<file path="config.mk">
export PLATFORM = sky130hd
export DESIGN_NAME = mac_accumulator
export DESIGN_NICKNAME = d
export VERILOG_FILES = /design/src/rtl/mac_accumulator.sv
export SDC_FILE = /design/constraint.sdc
export NUM_CORES = 1
export LEC_CHECK = 0
export ABC_AREA = 1
export BUFFER_PORTS_ARGS = -buffer_cell sky130_fd_sc_hd__buf_2
export CAP_MARGIN = 10
export CELL_PAD_IN_SITES_DETAIL_PLACEMENT = 0
export CELL_PAD_IN_SITES_GLOBAL_PLACEMENT = 1
export CORE_MARGIN = 5
export CORE_UTILIZATION = 43
export CTS_BUF_LIST = sky130_fd_sc_hd__clkbuf_4
export DETAILED_ROUTE_END_ITERATION = 10
export GPL_TIMING_DRIVEN = 0
export PLACE_DENSITY_LB_ADDON = 0.1
export SYNTH_ARGS = -nofsm -noshare
export SYNTH_HDL_FRONTEND = slang
export SYNTH_SLANG_ARGS = --single-unit
</file>
<file path="constraint.sdc">
create_clock -name clk -period 4 [get_ports clk]
set_input_delay 0.2 -clock clk [delete_from_list [all_inputs] [get_ports clk]]
set_output_delay 0.2 -clock clk [all_outputs]
set_load 0.05 [all_outputs]
</file>
<file path="src/rtl/mac_accumulator.sv">
// Saturating multiply-accumulate back end.
// Products from the array multiplier are summed into an unsigned saturating
// accumulator. Products are grouped into frames that close on p_last or on
// the term limit. Each finished frame sum is held on acc with a valid/ready
// handshake until the downstream consumer takes it.
module mac_accumulator #(
  parameter int W         = 4,
  parameter int ACC_W     = 12,
  parameter int MAX_TERMS = 16,
  parameter int CNT_W     = 5
) (
  input  logic               clk,
  input  logic               rst_n,
  input  logic               clr,
  input  logic               p_valid,
  output logic               p_ready,
  input  logic [2*W-1:0]     p,
  input  logic               p_last,
  output logic [ACC_W-1:0]   acc,
  output logic               acc_valid,
  input  logic               acc_ready,
  output logic [CNT_W-1:0]   count,
  output logic               ovf
);

  typedef enum logic [1:0] {
    IDLE  = 2'd0,
    ACCUM = 2'd1,
    DONE  = 2'd2
  } state_e;

  localparam logic [CNT_W-1:0] MaxCount = CNT_W'(MAX_TERMS);
  localparam logic [CNT_W-1:0] OneCount = CNT_W'(1);
  localparam logic [ACC_W-1:0] AccMax   = '1;

  state_e             state_q, state_d;
  logic [ACC_W-1:0]   acc_q, acc_d;
  logic [CNT_W-1:0]   count_q, count_d;
  logic               ovf_q, ovf_d;
  logic               valid_q, valid_d;

  logic [ACC_W-1:0]   pExt;
  logic [ACC_W:0]     sumWide;
  logic [CNT_W-1:0]   countInc;
  logic               accept;

  // Ready is a pure decode of state, forced low while reset is held.
  always_comb begin
    p_ready = rst_n && (state_q != DONE);
  end

  // Datapath helpers: zero-extended product, carry-out sum, next count.
  always_comb begin
    pExt     = ACC_W'(p);
    sumWide  = {1'b0, acc_q} + {1'b0, pExt};
    countInc = count_q + OneCount;
    accept   = p_valid && p_ready;
  end

  // Next-state logic: clear wins over everything, then accept or handshake.
  always_comb begin
    state_d = state_q;
    acc_d   = acc_q;
    count_d = count_q;
    ovf_d   = ovf_q;
    valid_d = valid_q;

    if (clr) begin
      state_d = IDLE;
      acc_d   = '0;
      count_d = '0;
      ovf_d   = 1'b0;
      valid_d = 1'b0;
    end else begin
      unique case (state_q)
        IDLE: begin
          if (accept) begin
            acc_d   = pExt;
            count_d = OneCount;
            ovf_d   = 1'b0;
            if (p_last || (OneCount == MaxCount)) begin
              state_d = DONE;
              valid_d = 1'b1;
            end else begin
              state_d = ACCUM;
            end
          end
        end
        ACCUM: begin
          if (accept) begin
            if (sumWide[ACC_W]) begin
              acc_d = AccMax;
              ovf_d = 1'b1;
            end else begin
              acc_d = sumWide[ACC_W-1:0];
            end
            count_d = countInc;
            if (p_last || (countInc == MaxCount)) begin
              state_d = DONE;
              valid_d = 1'b1;
            end
          end
        end
        DONE: begin
          if (acc_ready) begin
            state_d = IDLE;
            valid_d = 1'b0;
          end
        end
        default: begin
          state_d = IDLE;
          valid_d = 1'b0;
        end
      endcase
    end
  end

  // State and datapath registers, cleared immediately by reset.
  always_ff @(posedge clk or negedge rst_n) begin
    if (!rst_n) begin
      state_q <= IDLE;
      acc_q   <= '0;
      count_q <= '0;
      ovf_q   <= 1'b0;
      valid_q <= 1'b0;
    end else begin
      state_q <= state_d;
      acc_q   <= acc_d;
      count_q <= count_d;
      ovf_q   <= ovf_d;
      valid_q <= valid_d;
    end
  end

  // Every output other than p_ready comes straight from a register.
  always_comb begin
    acc       = acc_q;
    count     = count_q;
    ovf       = ovf_q;
    acc_valid = valid_q;
  end

endmodule
</file>
==> results.py, run 1 <==
metrics = {
    "run_status": {
        "outcome": "completed",
    },
    "logic_synthesis": {
        "synth.area.top_cells": "dfrtp_1 (31%), nand2_1 (20%), ha_1 (6.6%), inv_1 (6.4%), nand3_1 (6.2%)",
        "synth_ff_type": "dfrtp_1",
        "synthArstFlopShare": 1.000,
        "syn_inst": 256,
        "ys_ff_latch": 21,
        "synth_top_family_by_area": "simple AND/OR/NAND/NOR gates",
        "syn_area_per_cell_sq_um": 6.647,
        "syn_nets": 280,
        "ys_warn_count": 0,
        "synth_top_cell_area_share": 0.3088,
        "yosysTopAreaCell": "dfrtp_1",
        "syn_area_sq_mm": 0.001702,
        "yosysSeqAreaShare": 0.3088,
        "synth_compound_area_frac": 0.08309,
        "synth_mux_area_frac": 0,
        "synth.distinct_cells": 33,
        "synth_edf_count": 0,
        "synthXorXnorAreaFrac": 0.02059,
        "synth-simple-area-share": 0.4235,
        "synth_fa_ha_area_frac": 0.07794,
    },
    "placed_design": {
        "place.gp.congestion": 0.8321,
        "portBuffers": 33,
        "place_area_sq_mm": 0.001927,
        "dp_hpwl_mm": 3.402,
    },
    "drt": {
        "drc": 0,
        "first_pass_iters": 4,
        "wirelength_mm": 4.273,
        "first_iter_violations": 98,
        "wl_per_cell_um": 12.49,
        "via_per_inst": 4.892,
        "ant_nets": 0,
        "vias": 1673,
    },
    "clocking": {
        "htreeDepth": 1,
        "post_cts_resized": 0,
        "clkSinkCount": 21,
        "clock_path_buffers": 2,
        "tritoncts": "done",
        "insertion_delay_ns": 0.30,
        "holdBufCountCts": 1,
        "path_clk_slew_ns": 0.12,
        "postCtsSetupBuffers": 0,
        "cts_root_buffer": "clkbuf_4",
        "numCtsBuffers": 3,
    },
    "timing": {
        "tns_ns": 0,
        "tightest_slew_ns": 0.5304,
        "clock.fmax_mhz": 462.5,
        "finalMaxSlewViolations": 0,
        "rsz0062_at_grt": "false",
        "timing.final.crit_share": 0.5406,
        "relSlewSlack": 0.6464,
        "final-hold-violation-count": 0,
        "finalCriticalPeriod_ns": 2.162,
        "setup_viol_count_final": 0,
        "clock_skew_ns": 0.005103,
    },
    "setup_path": {
        "critPathArrivalTime_ns": 2.37,
        "path_max_fanout": 5,
        "crit_family": "simple AND/OR/NAND/NOR gates",
        "critPathSlowestCell": "fa_1",
        "worstSetupPathType": "register to register",
        "critPathBufInv": 1,
        "crit_chain": "ha_1 > fa_1 > nand2_1 > nor2_1 > nor2_1 > inv_1 > nand2_1 > nand2_1 > nand2_2 > nand2_1 > o211ai_1 > nand2_1",
        "critPathLaunchType": "register",
        "critPathCaptureType": "register",
        "cp_common_cell": "nand2_1",
        "max_stage_delay_ns": 0.44,
        "crit_required_ns": 4.20,
    },
    "layout": {
        "drive_above_1_share": 0.2041,
        "final_common_cell": "nand2_1",
        "layout_common_cells": "nand2_1 (90), buf_2 (34), inv_1 (29), nor2_1 (28)",
        "layout-area-overhead-vs-synth_pct": 15.59,
        "nets": 319,
        "final_core_util": 0.5254,
        "fillerInstances": 411,
        "antenna_cells": 0,
        "final_area_sq_mm": 0.001967,
    },
    "pwr": {
        "p_per_area_mw_per_mm2": 275.6,
        "p_int_uw": 328.2,
        "combPwrFrac": 0.359,
        "sw_frac_of_total": 0.3946,
        "p_leak_nw": 1.165,
        "switching_power_uw": 214.0,
        "p_seq_frac": 0.436,
        "clkPwrFrac": 0.205,
        "ir_worst_vdd_v": 0.0001973,
        "total_power_uw": 542.1,
    },
    "global_routing": {
        "overflow": 0,
        "grt_pass1_vias": 1586,
        "antenna_found_initial": 0,
        "grt_max_degree": 23,
        "grt_pass1_wl_mm": 7.217,
        "grt.total_usage": 0.1701,
    },
    "die": {
        "ios": 34,
        "die_w_um": 72.91,
        "core_sq_mm": 0.003744,
        "fp.dieH_um": 72.91,
        "die_area_sq_mm": 0.005315,
        "initial_core_util": 0.4545,
        "row_count": 22,
    },
    "min_path": {
        "hold_path.class": "primary input to register",
    },
    "flow_run": {
        "maxCapViolCount": 0,
    },
}
## state kept, by name, indices dropped and copies added (netlist names)
name / count
ovf: 1
acc: 12
count: 5
state_q: 2
acc_valid: 1
## through the flow
step	std cells	hold slack, ns	worst slack, ns
after floorplan	256	-0.09559	1.878
after global placement	337	0.2129	1.846
after detailed placement	337	0.2082	1.851
after CTS	342	0.1552	1.832
after global routing	342	0.1722	1.677
final	342	0.1629	1.838
## final timing paths
kind	startpoint	endpoint	slack, ns	cells past startpoint
worst max-delay path	acc[0]	acc[1]	1.84	12
worst min-delay path	p[0]	acc[0]	0.16	3
worst max register to register	acc[0]	acc[1]	1.84	12
worst min register to register	ovf	ovf	0.48	2
max in group asynchronous	rst_n	count[4]	3.25	2
min in group asynchronous	rst_n	acc[1]	0.39	2
## worst register-to-register path, cell delays in order (launching register included)
cell	delay, ns
dfrtp_1	0.42
ha_1	0.25
fa_1	0.44
nand2_1	0.11
nor2_1	0.04
nor2_1	0.15
inv_1	0.11
nand2_1	0.07
nand2_1	0.09
nand2_2	0.17
nand2_1	0.07
o211ai_1	0.08
nand2_1	0.07
## per-layer routing
layer,up-vias,track usage,wire [um]
met5,-,0,0
li1,895,-,-
met1,743,0.2586,2280
met4,0,0.02869,24
met2,33,0.2515,1779
met3,2,0.03168,188
## power groups by stage
stage | clock, mW | combinational, mW | sequential (mW)
after floorplan | 0 | 0.108 | 0.275
after global placement | 0 | 0.195 | 0.240
after detailed placement | 0 | 0.194 | 0.240
after CTS | 0.117 | 0.196 | 0.236
after global routing | 0.125 | 0.217 | 0.239
final | 0.111 | 0.194 | 0.237
## cells by family after synthesis
logic type | Yosys count
DFF | 21
adders and majority gates | 10
buffers and inverters | 36
xor gates and xnor gates | 4
AOI/OAI and AO/OA | 23
and+or+nand+nor | 162
## cells in the mapped netlist (3+ instances only)
| cell type | instances |
|---|---|
| nand2_1 | 90 |
| inv_1 | 29 |
| nor2_1 | 28 |
| dfrtp_1 | 21 |
| nand3_1 | 21 |
| ha_1 | 9 |
| nand4_1 | 8 |
| o21ai_0 | 7 |
| a21oi_1 | 4 |
| inv_2 | 4 |
| nand2_2 | 4 |
| nor2_2 | 3 |
| o21ai_1 | 3 |
| xor2_1 | 3 |
## area by class of cell
cell class	instances	area, sq um	share of cell area
sequential	21	525.5	0.2672
multi-input combinational	199	1030	0.5235
inverter	34	130.1	0.06616
tap	48	60.06	0.03053
timing repair buffer	34	175.2	0.08906
buffer	2	16.27	0.008270
clock buffer	4	30.03	0.01527
Power figures use the tool's default switching activity.
==> inputs of run 2 (changes only) <==
Settings changed: CORE_UTILIZATION 43 to 40.
Clock period 4 ns to 2.2 ns, I/O delays scaled along.
==> run 2 against run 1 <==
Clock skew up 0.014 ns; global-route usage up 0.084 points; critical path type unchanged; combinational power up 87%; final cell count up 1.2%; critical endpoint is now acc[6].
==> results.py, run 2 (synthesis gave the netlist of run 1 again) <==
metrics = {
    "run_status": {
        "outcome": "completed",
    },
    "drt": {
        "wirelength_mm": 4.532,
        "via_per_inst": 5.023,
        "ant_nets": 0,
        "wl_per_cell_um": 13.10,
        "first_pass_iters": 4,
        "vias": 1738,
        "first_iter_violations": 85,
        "drc": 0,
    },
    "pwr": {
        "p_leak_nw": 1.188,
        "ir_worst_vdd_v": 0.0002956,
        "total_power_mw": 1.010,
        "p_per_area_mw_per_mm2": 506.9,
    },
    "clocking": {
        "tritoncts": "done",
        "path_clk_slew_ns": 0.14,
        "insertion_delay_ns": 0.33,
        "clock_path_buffers": 2,
        "numCtsBuffers": 3,
        "clkSinkCount": 21,
        "htreeDepth": 1,
        "cts_root_buffer": "clkbuf_4",
    },
    "global_routing": {
        "antenna_found_initial": 0,
        "grt_pass1_wl_mm": 7.396,
        "grt_max_degree": 23,
        "grt.total_usage": 0.1709,
        "grt_pass1_vias": 1563,
        "overflow": 0,
    },
    "timing": {
        "clock.fmax_mhz": 490.3,
        "timing.final.crit_share": 0.9270,
        "finalMaxSlewViolations": 0,
        "setup_viol_count_final": 0,
        "tightest_slew_ns": 0.5599,
        "final-hold-violation-count": 0,
        "relSlewSlack": 0.6268,
        "clock_skew_ns": 0.01918,
        "finalCriticalPeriod_ns": 2.039,
        "rsz0062_at_grt": "false",
        "tns_ns": 0,
        "fin_ws_ns": 0.1606,
        "holdWs_ns": 0.05478,
    },
    "layout": {
        "fillerInstances": 424,
        "nets": 321,
        "final_common_cell": "nand2_1",
        "antenna_cells": 0,
        "multi_input_area_sq_mm": 0.001040,
        "fin_cells": 346,
        "register_area_sq_um": 525.5,
        "layout-area-overhead-vs-synth_pct": 17.06,
        "drive_above_1_share": 0.2162,
        "layout_common_cells": "nand2_1 (90), buf_2 (34), inv_1 (29), nor2_1 (27)",
        "final_core_util": 0.4909,
        "largest_register_ffs": 12,
        "final_area_sq_mm": 0.001992,
    },
    "die": {
        "die_w_um": 75.23,
        "initial_core_util": 0.4194,
        "core_sq_mm": 0.004058,
        "ios": 34,
        "row_count": 23,
        "fp.dieH_um": 75.23,
        "die_area_sq_mm": 0.005659,
    },
    "min_path": {
        "min_from": "p[0]",
        "hold_end": "acc[0]",
        "whs_path_depth": 3,
        "hold_path.class": "primary input to register",
    },
    "placed_design": {
        "portBuffers": 33,
        "place.gp.congestion": 0.8126,
        "dp_hpwl_mm": 3.494,
        "place_area_sq_mm": 0.001929,
        "dp.cells": 339,
        "dp_slack_ns": 0.05223,
    },
    "setup_path": {
        "reg2reg_to": "acc[6]",
        "crit_required_ns": 2.42,
        "critPathLaunchType": "register",
        "path_max_fanout": 4,
        "worstSetupPathType": "register to register",
        "r2r_slack_ns": 0.16,
        "regToRegStartpoint": "acc[0]",
        "critPathArrivalTime_ns": 2.26,
        "rr_worst_depth": 12,
        "critPathCaptureType": "register",
    },
    "flow_run": {
        "maxCapViolCount": 0,
    },
}
-- run 2: changes by cell type in the layout (fill, tap and decap cells not counted) --
cell      change
buf_4         +2
fa_2          +1
clkbuf_4      -1
clkinv_2      +1
nor2_1        -1
nand2_4       +1
fa_1          -1
nor2_2        +1
nand2_2       -1
-- run 2: critical path: stages, from the launching register on --
cell and delay (ns):
dfrtp_1 0.43, ha_1 0.25, fa_2 0.39, nand2_1 0.10, nor2_1 0.05, nor2_2 0.13, inv_1 0.09, nand3_2 0.09
nand2_2 0.09, nor2_2 0.15, nand2_1 0.07, nand2_1 0.06, nand2_1 0.05
-- run 2: how the worst max path moves through the flow --
stage,startpoint,endpoint,slack (ns),cells past startpoint
2_1_floorplan,acc[0],acc[0],0.08,12
3_3_place_gp,acc[0],acc[1],0.05,12
3_5_place_dp,acc[0],acc[1],0.05,12
4_1_cts,acc[0],acc[1],0.03,12
5_1_grt,acc[0],acc[1],0.01,12
6_report,acc[0],acc[6],0.16,12
-- run 2: area by class of cell --
cell class,count,share of cell area
well taps,50,0.03141
multi-input cells,199,0.5220
clock inverters,1,0.002513
plain buffers,2,0.008166
clock buffers,3,0.01131
inverters,34,0.06533
flip-flops and latches,21,0.2638
repair buffers,36,0.09548
-- run 2: report_power, final --
part	total, mW	internal (mW)	switching [mW]
clock	0.217	0.0682	0.149
combinational	0.362	0.110	0.252
sequential	0.431	0.408	0.0224
total	1.01	0.587	0.423
-- run 2: what timing repair did --
item	4_1_cts	5_1_grt
hold buffers	1	0
hold endpoints to repair	21	0
setup endpoints to repair	0	8
resized for setup	0	3
buffers inserted	0	2
-- run 2: per-layer routing --
| metal | global-route usage | share of wire | vias up |
|---|---|---|---|
| met5 | 0 | 0 | - |
| met4 | 0.03689 | 0.0053 | 0 |
| met3 | 0.02937 | 0.055 | 2 |
| met2 | 0.2650 | 0.43 | 35 |
| met1 | 0.2498 | 0.51 | 799 |
| li1 | - | - | 902 |
